==> src/rtl/fcl_bin_seq.sv <==
// fcl_bin_seq: runs a full binary MLP inference through one shared fcl_bin
// engine. The image (IN_DIM bits) is loaded PAR bits per handshake. The
// engine is then driven one input bit per cycle, one PAR-wide group of output
// neurons at a time. Each layer's results go into ping-pong hidden buffers,
// and the last layer is returned on a valid/ready port.
//
// Ports:
//   clk, rst            clock, asynchronous active-high reset
//   in_valid/in_ready   input word handshake, in_data = PAR image bits
//   shift_cfg           per-layer engine shift, latched on the first word
//   w_addr/w_rd/w_rdata weight ROM port (1-cycle synchronous read)
//   eng_*               fcl_bin engine control/data (eng_clr = inverted rst)
//   res_valid/res_ready final layer result handshake, res_data = HID_DIM bits
//   busy, layer_idx     status
module fcl_bin_seq #(
  parameter int PAR        = 8,
  parameter int IN_DIM     = 784,
  parameter int HID_DIM    = 16,
  parameter int NUM_LAYERS = 4,
  parameter int SHIFT_W    = 5,
  parameter int WADDR_W    = 11
) (
  input  logic                                           clk,
  input  logic                                           rst,
  input  logic                                           in_valid,
  output logic                                           in_ready,
  input  logic [PAR-1:0]                                 in_data,
  input  logic [NUM_LAYERS*SHIFT_W-1:0]                  shift_cfg,
  output logic [WADDR_W-1:0]                             w_addr,
  output logic                                           w_rd,
  input  logic [PAR-1:0]                                 w_rdata,
  output logic                                           eng_clr,
  output logic                                           eng_en,
  output logic                                           eng_input,
  output logic [PAR-1:0]                                 eng_w,
  output logic [SHIFT_W-1:0]                             eng_shift,
  input  logic [PAR-1:0]                                 eng_output,
  output logic                                           res_valid,
  input  logic                                           res_ready,
  output logic [HID_DIM-1:0]                             res_data,
  output logic                                           busy,
  output logic [((NUM_LAYERS > 1) ? $clog2(NUM_LAYERS) : 1)-1:0] layer_idx
);

  localparam int NWORDS = IN_DIM / PAR;
  localparam int NGRP   = HID_DIM / PAR;
  localparam int CNT_W  = (NWORDS > 1) ? $clog2(NWORDS) : 1;
  localparam int GRP_W  = (NGRP > 1) ? $clog2(NGRP) : 1;
  localparam int MAXN   = (IN_DIM > HID_DIM) ? IN_DIM : HID_DIM;
  localparam int K_W    = (MAXN > 1) ? $clog2(MAXN) : 1;
  localparam int HK_W   = (HID_DIM > 1) ? $clog2(HID_DIM) : 1;
  localparam int LIDX_W = (NUM_LAYERS > 1) ? $clog2(NUM_LAYERS) : 1;

  typedef enum logic [2:0] {
    S_IDLE, S_LOAD, S_CLEAR, S_ACCUM, S_CAPTURE, S_DONE
  } state_t;

  state_t state, state_nxt;

  logic [IN_DIM-1:0]             img_buf, img_nxt;
  logic [HID_DIM-1:0]            hbuf0, hbuf1, cap0_nxt, cap1_nxt;
  logic                          dst_sel;
  logic [CNT_W-1:0]              in_cnt;
  logic [GRP_W-1:0]              grp;
  logic [K_W-1:0]                k;
  logic [WADDR_W-1:0]            w_ptr;
  logic [NUM_LAYERS*SHIFT_W-1:0] shift_lat;
  logic [LIDX_W-1:0]             lidx;

  logic in_acc, last_word, last_k, last_grp, last_layer, src_bit;

  assign in_acc     = in_valid & in_ready;
  assign last_word  = (in_cnt == CNT_W'(NWORDS - 1));
  assign last_k     = (lidx == '0) ? (k == K_W'(IN_DIM - 1)) : (k == K_W'(HID_DIM - 1));
  assign last_grp   = (grp == GRP_W'(NGRP - 1));
  assign last_layer = (lidx == LIDX_W'(NUM_LAYERS - 1));

  // Words and group results are shifted in from the top, so after a complete
  // fill, word/group 0 sits at bit 0 without any variable-index writes.
  assign img_nxt  = IN_DIM'({in_data, img_buf} >> PAR);
  assign cap0_nxt = HID_DIM'({eng_output, hbuf0} >> PAR);
  assign cap1_nxt = HID_DIM'({eng_output, hbuf1} >> PAR);

  // Layer 0 reads the image; later layers read the hidden buffer not being written.
  assign src_bit = (lidx == '0) ? img_buf[k]
                 : (dst_sel ? hbuf0[k[HK_W-1:0]] : hbuf1[k[HK_W-1:0]]);

  // State register
  always_ff @(posedge clk or posedge rst) begin
    if (rst) state <= S_IDLE;
    else     state <= state_nxt;
  end

  // Next-state logic
  always_comb begin
    state_nxt = state;
    unique case (state)
      S_IDLE, S_LOAD: if (in_acc) state_nxt = last_word ? S_CLEAR : S_LOAD;
      S_CLEAR:        state_nxt = S_ACCUM;
      S_ACCUM:        if (last_k) state_nxt = S_CAPTURE;
      S_CAPTURE:      state_nxt = (last_grp && last_layer) ? S_DONE : S_CLEAR;
      S_DONE:         if (res_ready) state_nxt = S_IDLE;
      default:        state_nxt = S_IDLE;
    endcase
  end

  // Output logic
  always_comb begin
    in_ready  = 1'b0;
    w_rd      = 1'b0;
    eng_clr   = 1'b0;
    eng_en    = 1'b0;
    eng_input = 1'b0;
    res_valid = 1'b0;
    unique case (state)
      S_IDLE, S_LOAD: in_ready = ~rst;
      S_CLEAR: begin
        eng_clr = 1'b1;
        w_rd    = 1'b1;
      end
      S_ACCUM: begin
        eng_en    = 1'b1;
        eng_input = src_bit;
        w_rd      = ~last_k;
      end
      S_DONE:  res_valid = 1'b1;
      default: ;
    endcase
  end

  assign w_addr    = w_ptr;
  assign eng_w     = w_rdata;
  assign eng_shift = shift_lat[SHIFT_W-1:0];
  assign busy      = (state != S_IDLE);
  assign layer_idx = lidx;
  assign res_data  = res_valid ? (dst_sel ? hbuf1 : hbuf0) : '0;

  // Datapath: buffers, counters, weight pointer
  always_ff @(posedge clk or posedge rst) begin
    if (rst) begin
      img_buf   <= '0;
      hbuf0     <= '0;
      hbuf1     <= '0;
      dst_sel   <= 1'b0;
      in_cnt    <= '0;
      grp       <= '0;
      k         <= '0;
      w_ptr     <= '0;
      shift_lat <= '0;
      lidx      <= '0;
    end else begin
      if (in_acc) begin
        img_buf <= img_nxt;
        in_cnt  <= last_word ? '0 : in_cnt + 1'b1;
      end

      if (state == S_IDLE && in_acc) begin
        shift_lat <= shift_cfg;
        lidx      <= '0;
        dst_sel   <= 1'b0;
        grp       <= '0;
        w_ptr     <= '0;
      end else if (state == S_DONE && res_ready) begin
        w_ptr <= '0;
      end else if (w_rd) begin
        w_ptr <= w_ptr + 1'b1;
      end

      unique case (state)
        S_CLEAR: k <= '0;
        S_ACCUM: k <= k + 1'b1;
        S_CAPTURE: begin
          if (dst_sel) hbuf1 <= cap1_nxt;
          else         hbuf0 <= cap0_nxt;
          if (!last_grp) begin
            grp <= grp + 1'b1;
          end else if (!last_layer) begin
            // The active layer's shift always sits in the low slot.
            grp       <= '0;
            lidx      <= lidx + 1'b1;
            dst_sel   <= ~dst_sel;
            shift_lat <= shift_lat >> SHIFT_W;
          end
        end
        default: ;
      endcase
    end
  end

endmodule

==> config.mk <==
export PLATFORM = sky130hd
export DESIGN_NAME = fcl_bin_seq
export DESIGN_NICKNAME = d
export VERILOG_FILES = /design/src/rtl/fcl_bin_seq.sv
export SDC_FILE = /design/constraint.sdc
export NUM_CORES = 2
export LEC_CHECK = 0
export CAP_MARGIN = 10
export CORE_ASPECT_RATIO = 0.5
export CORE_UTILIZATION = 45
export DETAILED_ROUTE_END_ITERATION = 10
export SYNTH_ARGS = -nofsm -noshare
export SYNTH_HDL_FRONTEND = slang
export SYNTH_SLANG_ARGS = --single-unit
export TNS_END_PERCENT = 5
==> constraint.sdc <==
create_clock -name clk -period 37.4 [get_ports clk]
set_clock_uncertainty 0.05 [all_clocks]
set_input_delay 3.74 -clock clk [delete_from_list [all_inputs] [get_ports clk]]
set_output_delay 3.74 -clock clk [all_outputs]
set_load 0.005 [all_outputs]
==> metrics.csv <==
stage,metric,value,unit
sta,"Hold Violations, Final",0,
routing,Pre-antenna DRT Iters,6,
yosys,Mean Syn Cell Area,9.52,um2
place,Post-DP Area,41700,um2
place,Setup WS pre-CTS,27.51,ns
yosys,post-synthesis sequential area ratio,54.0,%
sta,fmax,0.0955,GHz
yosys,post-synth design cell area,40300,um2
finish,fraction of layout cells with a size suffix above 1,9.97,%
floorplan,Starting Density,45.6,%
min_path,Hold Crit Class,reg2reg,
clocking,"CTS clk-pin slew, worst paths",0.07,ns
clocking,CTS max path bufs,3,
place,Post-Place Cells,5271,
yosys,share of the synthesized area in the top cell type,54.0,%
floorplan,die width,425,um
finish,synthesis-to-finish area growth,10.2,%
power,Final Total Pwr,1.97,mW
floorplan,num rows,77,
yosys,Synth area leaders,"dfrtp_1 (54%), nand2_1 (22%), mux4_2 (10%)",
sta,relative slew slack,19.5,%
worst_setup_path,Max stage delay on crit path,0.79,ns
clocking,total CTS buffers,81,
floorplan,core area,88500,um2
yosys,Syn. warnings,0,
floorplan,Die ar.,90900,um2
finish,Final nets,4223,
yosys,synth cell count leaders,"nand2_1 (2,413), dfrtp_1 (871), clkbuf_1 (198), mux4_2 (186), mux2i_1 (97)",
routing,post-route ant nets,0,
clocking,clk sink count,871,
yosys,main flop type after synthesis,dfrtp_1,
sta,WHS,0.421,ns
power,pwr dens,44.3,nW/um2
place,RD Place Congestion,0.820,
worst_setup_path,worst endpoint data arrival time,6.68,ns
run,MaxCap Viol Count,0,
clocking,latest clock arrival within the worst-skew pair,0.66,ns
finish,final core utilization,50.2,%
worst_setup_path,Crit path required time,33.61,ns
place,Port Buffer Count,80,
worst_setup_path,Buf/Inv on CP,4,
worst_setup_path,CP cell instances,buf_4 > buf_12 > buf_4 > mux4_2 > mux2i_1 > nor2_1 > a2111oi_0 > a211oi_1 > a221oi_1 > o22ai_1 > clkdlybuf4s50_1,
yosys,synthesized instance count,4236,
sta,setup TNS,0,ns
routing,DRC violations left,0,
clocking,setup repair bufs after CTS,0,
worst_setup_path,Critical Path Most Common Cell,buf_4,
global_route,gr usage total,22.5,%
yosys,number of synthesized flops with an enable pin,0,
clocking,clock root cell,clkbuf_16,
sta,Worst Tran Pin Value,1.21,ns
finish,non-filler instance count after layout,5409,
sta,RSZ-0062 raised after global routing,false,
sta,"Slew Viols, Final",0,
routing,post-DR wirelength/cell,18.5,um
worst_setup_path,CP top delay family,buffers and inverters,
finish,fill count,8129,
yosys,post-synth top area cell,dfrtp_1,
routing,Via density,5.40,
finish,Final Instance Area,44500,um2
worst_setup_path,CP Launch Type,flip-flop,
sta,setup ws final,26.93,ns
worst_setup_path,Crit Path Class,reg2out,
global_route,GRT overflow,0,
yosys,most frequent cell after synthesis,nand2_1,
routing,Starting DRT DRC Count,2811,
place,DP Wirelength,61300,um
worst_setup_path,Max Fanout on Critical Path,96,
sta,crit path time final,10.47,ns
global_route,initial antenna violation count,1,
yosys,synthesis-stage register bit count,871,
yosys,synth unique cells,64,
sta,fin crit share,28.0,%
outcome,status,"finished, final reports clean",
global_route,largest net degree at the start of global routing,257,
yosys,ys async rst share,100,%
clocking,post_cts resized,0,
worst_setup_path,Slowest cell on crit path,buf_4,
yosys,syn nets,4290,
floorplan,Ports,97,
clocking,CTS tree,built,
clocking,CTS Hold Bufs,0,
routing,vias post-DR,29190,
sta,Final setup violation count,0,
global_route,number of global-route vias before repair,28541,
global_route,global-route wire length before repair,162000,um
worst_setup_path,Worst setup EP type,output pin,
power,peak supply drop,0.0301,mV
routing,final WL,100000,um
floorplan,die height,214,um
clocking,H-tree levels,3,
power,Lkg Pwr,22.8,nW
-- placed cells by master, fill, tap and decap left out, drive strengths merged, types with 5 or more instances in the layout --
master	Yosys	routed
nor2b	6	6
xor2	10	10
inv	14	14
nor2	70	70
clkdlybuf4s50	0	80
nand2	2413	2413
and2	8	8
bufinv	0	5
nand2b	6	6
a221oi	21	21
o22ai	6	6
nor3	11	11
nor4	8	8
nand4	5	5
a22oi	18	18
o21ai	38	38
a21oi	19	19
clkbuf	200	119
dfrtp	871	871
xnor2	5	5
clkinv	1	14
and3	5	5
o221ai	6	6
mux2i	97	97
buf	79	49
ha	6	6
nand3	13	13
mux2	42	42
mux4	201	201
-- cell type report --
cell class              instances  area [um2]  share of cell area (%)
inverters                      15        65.1                   0.146
repair buffers                129        1240                    2.80
flip-flops and latches        871       21800                    49.0
diodes                          1        2.50                 0.00563
multi-input cells            3071       17100                    38.5
clock buffers                 119        2510                    5.64
clock inverters                18         223                   0.501
well taps                    1185        1480                    3.34
-- worst register-to-register path: cells and delay by family (launching register included) --
family,cells,cell delay (ns)
flip-flops,1,0.52
buffers and inverters,3,2.66
AND/OR/NAND/NOR,4,1.16
-- metal layers --
| metal | up-vias | track usage (%) | wire length [um] |
|---|---|---|---|
| met5 | - | 0 | 0 |
| met4 | 0 | 4.78 | 1820 |
| met3 | 126 | 5.20 | 6950 |
| met2 | 768 | 32.7 | 43400 |
| met1 | 14694 | 34.2 | 48200 |
| li1 | 13602 | - | - |
-- kinds of logic (layout without fill, tap and decap cells) --
group | count (synthesis) | count (layout) | share of synthesized area [%]
simple gates | 2557 | 2557 | 24.2
flops | 871 | 871 | 54.0
mux | 340 | 340 | 14.9
buf+inv | 294 | 281 | 3.58
compound gates | 153 | 153 | 2.71
xor+xnor | 15 | 15 | 0.326
fa+ha+maj | 6 | 6 | 0.186
other cells | 0 | 1 | 0
-- worst paths after layout --
kind	startpoint	to	slack, ns	cells after the start
worst max-delay path	k[0]	eng_input	26.93	11
worst min-delay path	img_buf[306]	img_buf[298]	0.42	2
worst max register to register	state[1]	img_buf[758]	32.94	7
worst min register to register	img_buf[306]	img_buf[298]	0.42	2
max in group asynchronous	rst	img_buf[683]	29.89	6
min in group asynchronous	rst	w_addr[10]	3.73	2
-- registers in the layout (all words and copies together), names as in the netlist --
name       count
state          3
k             10
in_cnt         7
img_buf      784
dst_sel        1
grp            1
layer_idx      2
w_addr        11
hbuf0         16
shift_lat     20
hbuf1         16
-- where the power goes --
group	total, mW	switching (mW)	internal [mW]	leakage [nW]
Sequential	1.01	0.0312	0.977	12.0
Combinational	0.102	0.0683	0.0341	9.35
Clock	0.859	0.362	0.497	1.36
No activity file was read; power rests on OpenSTA's default activity.
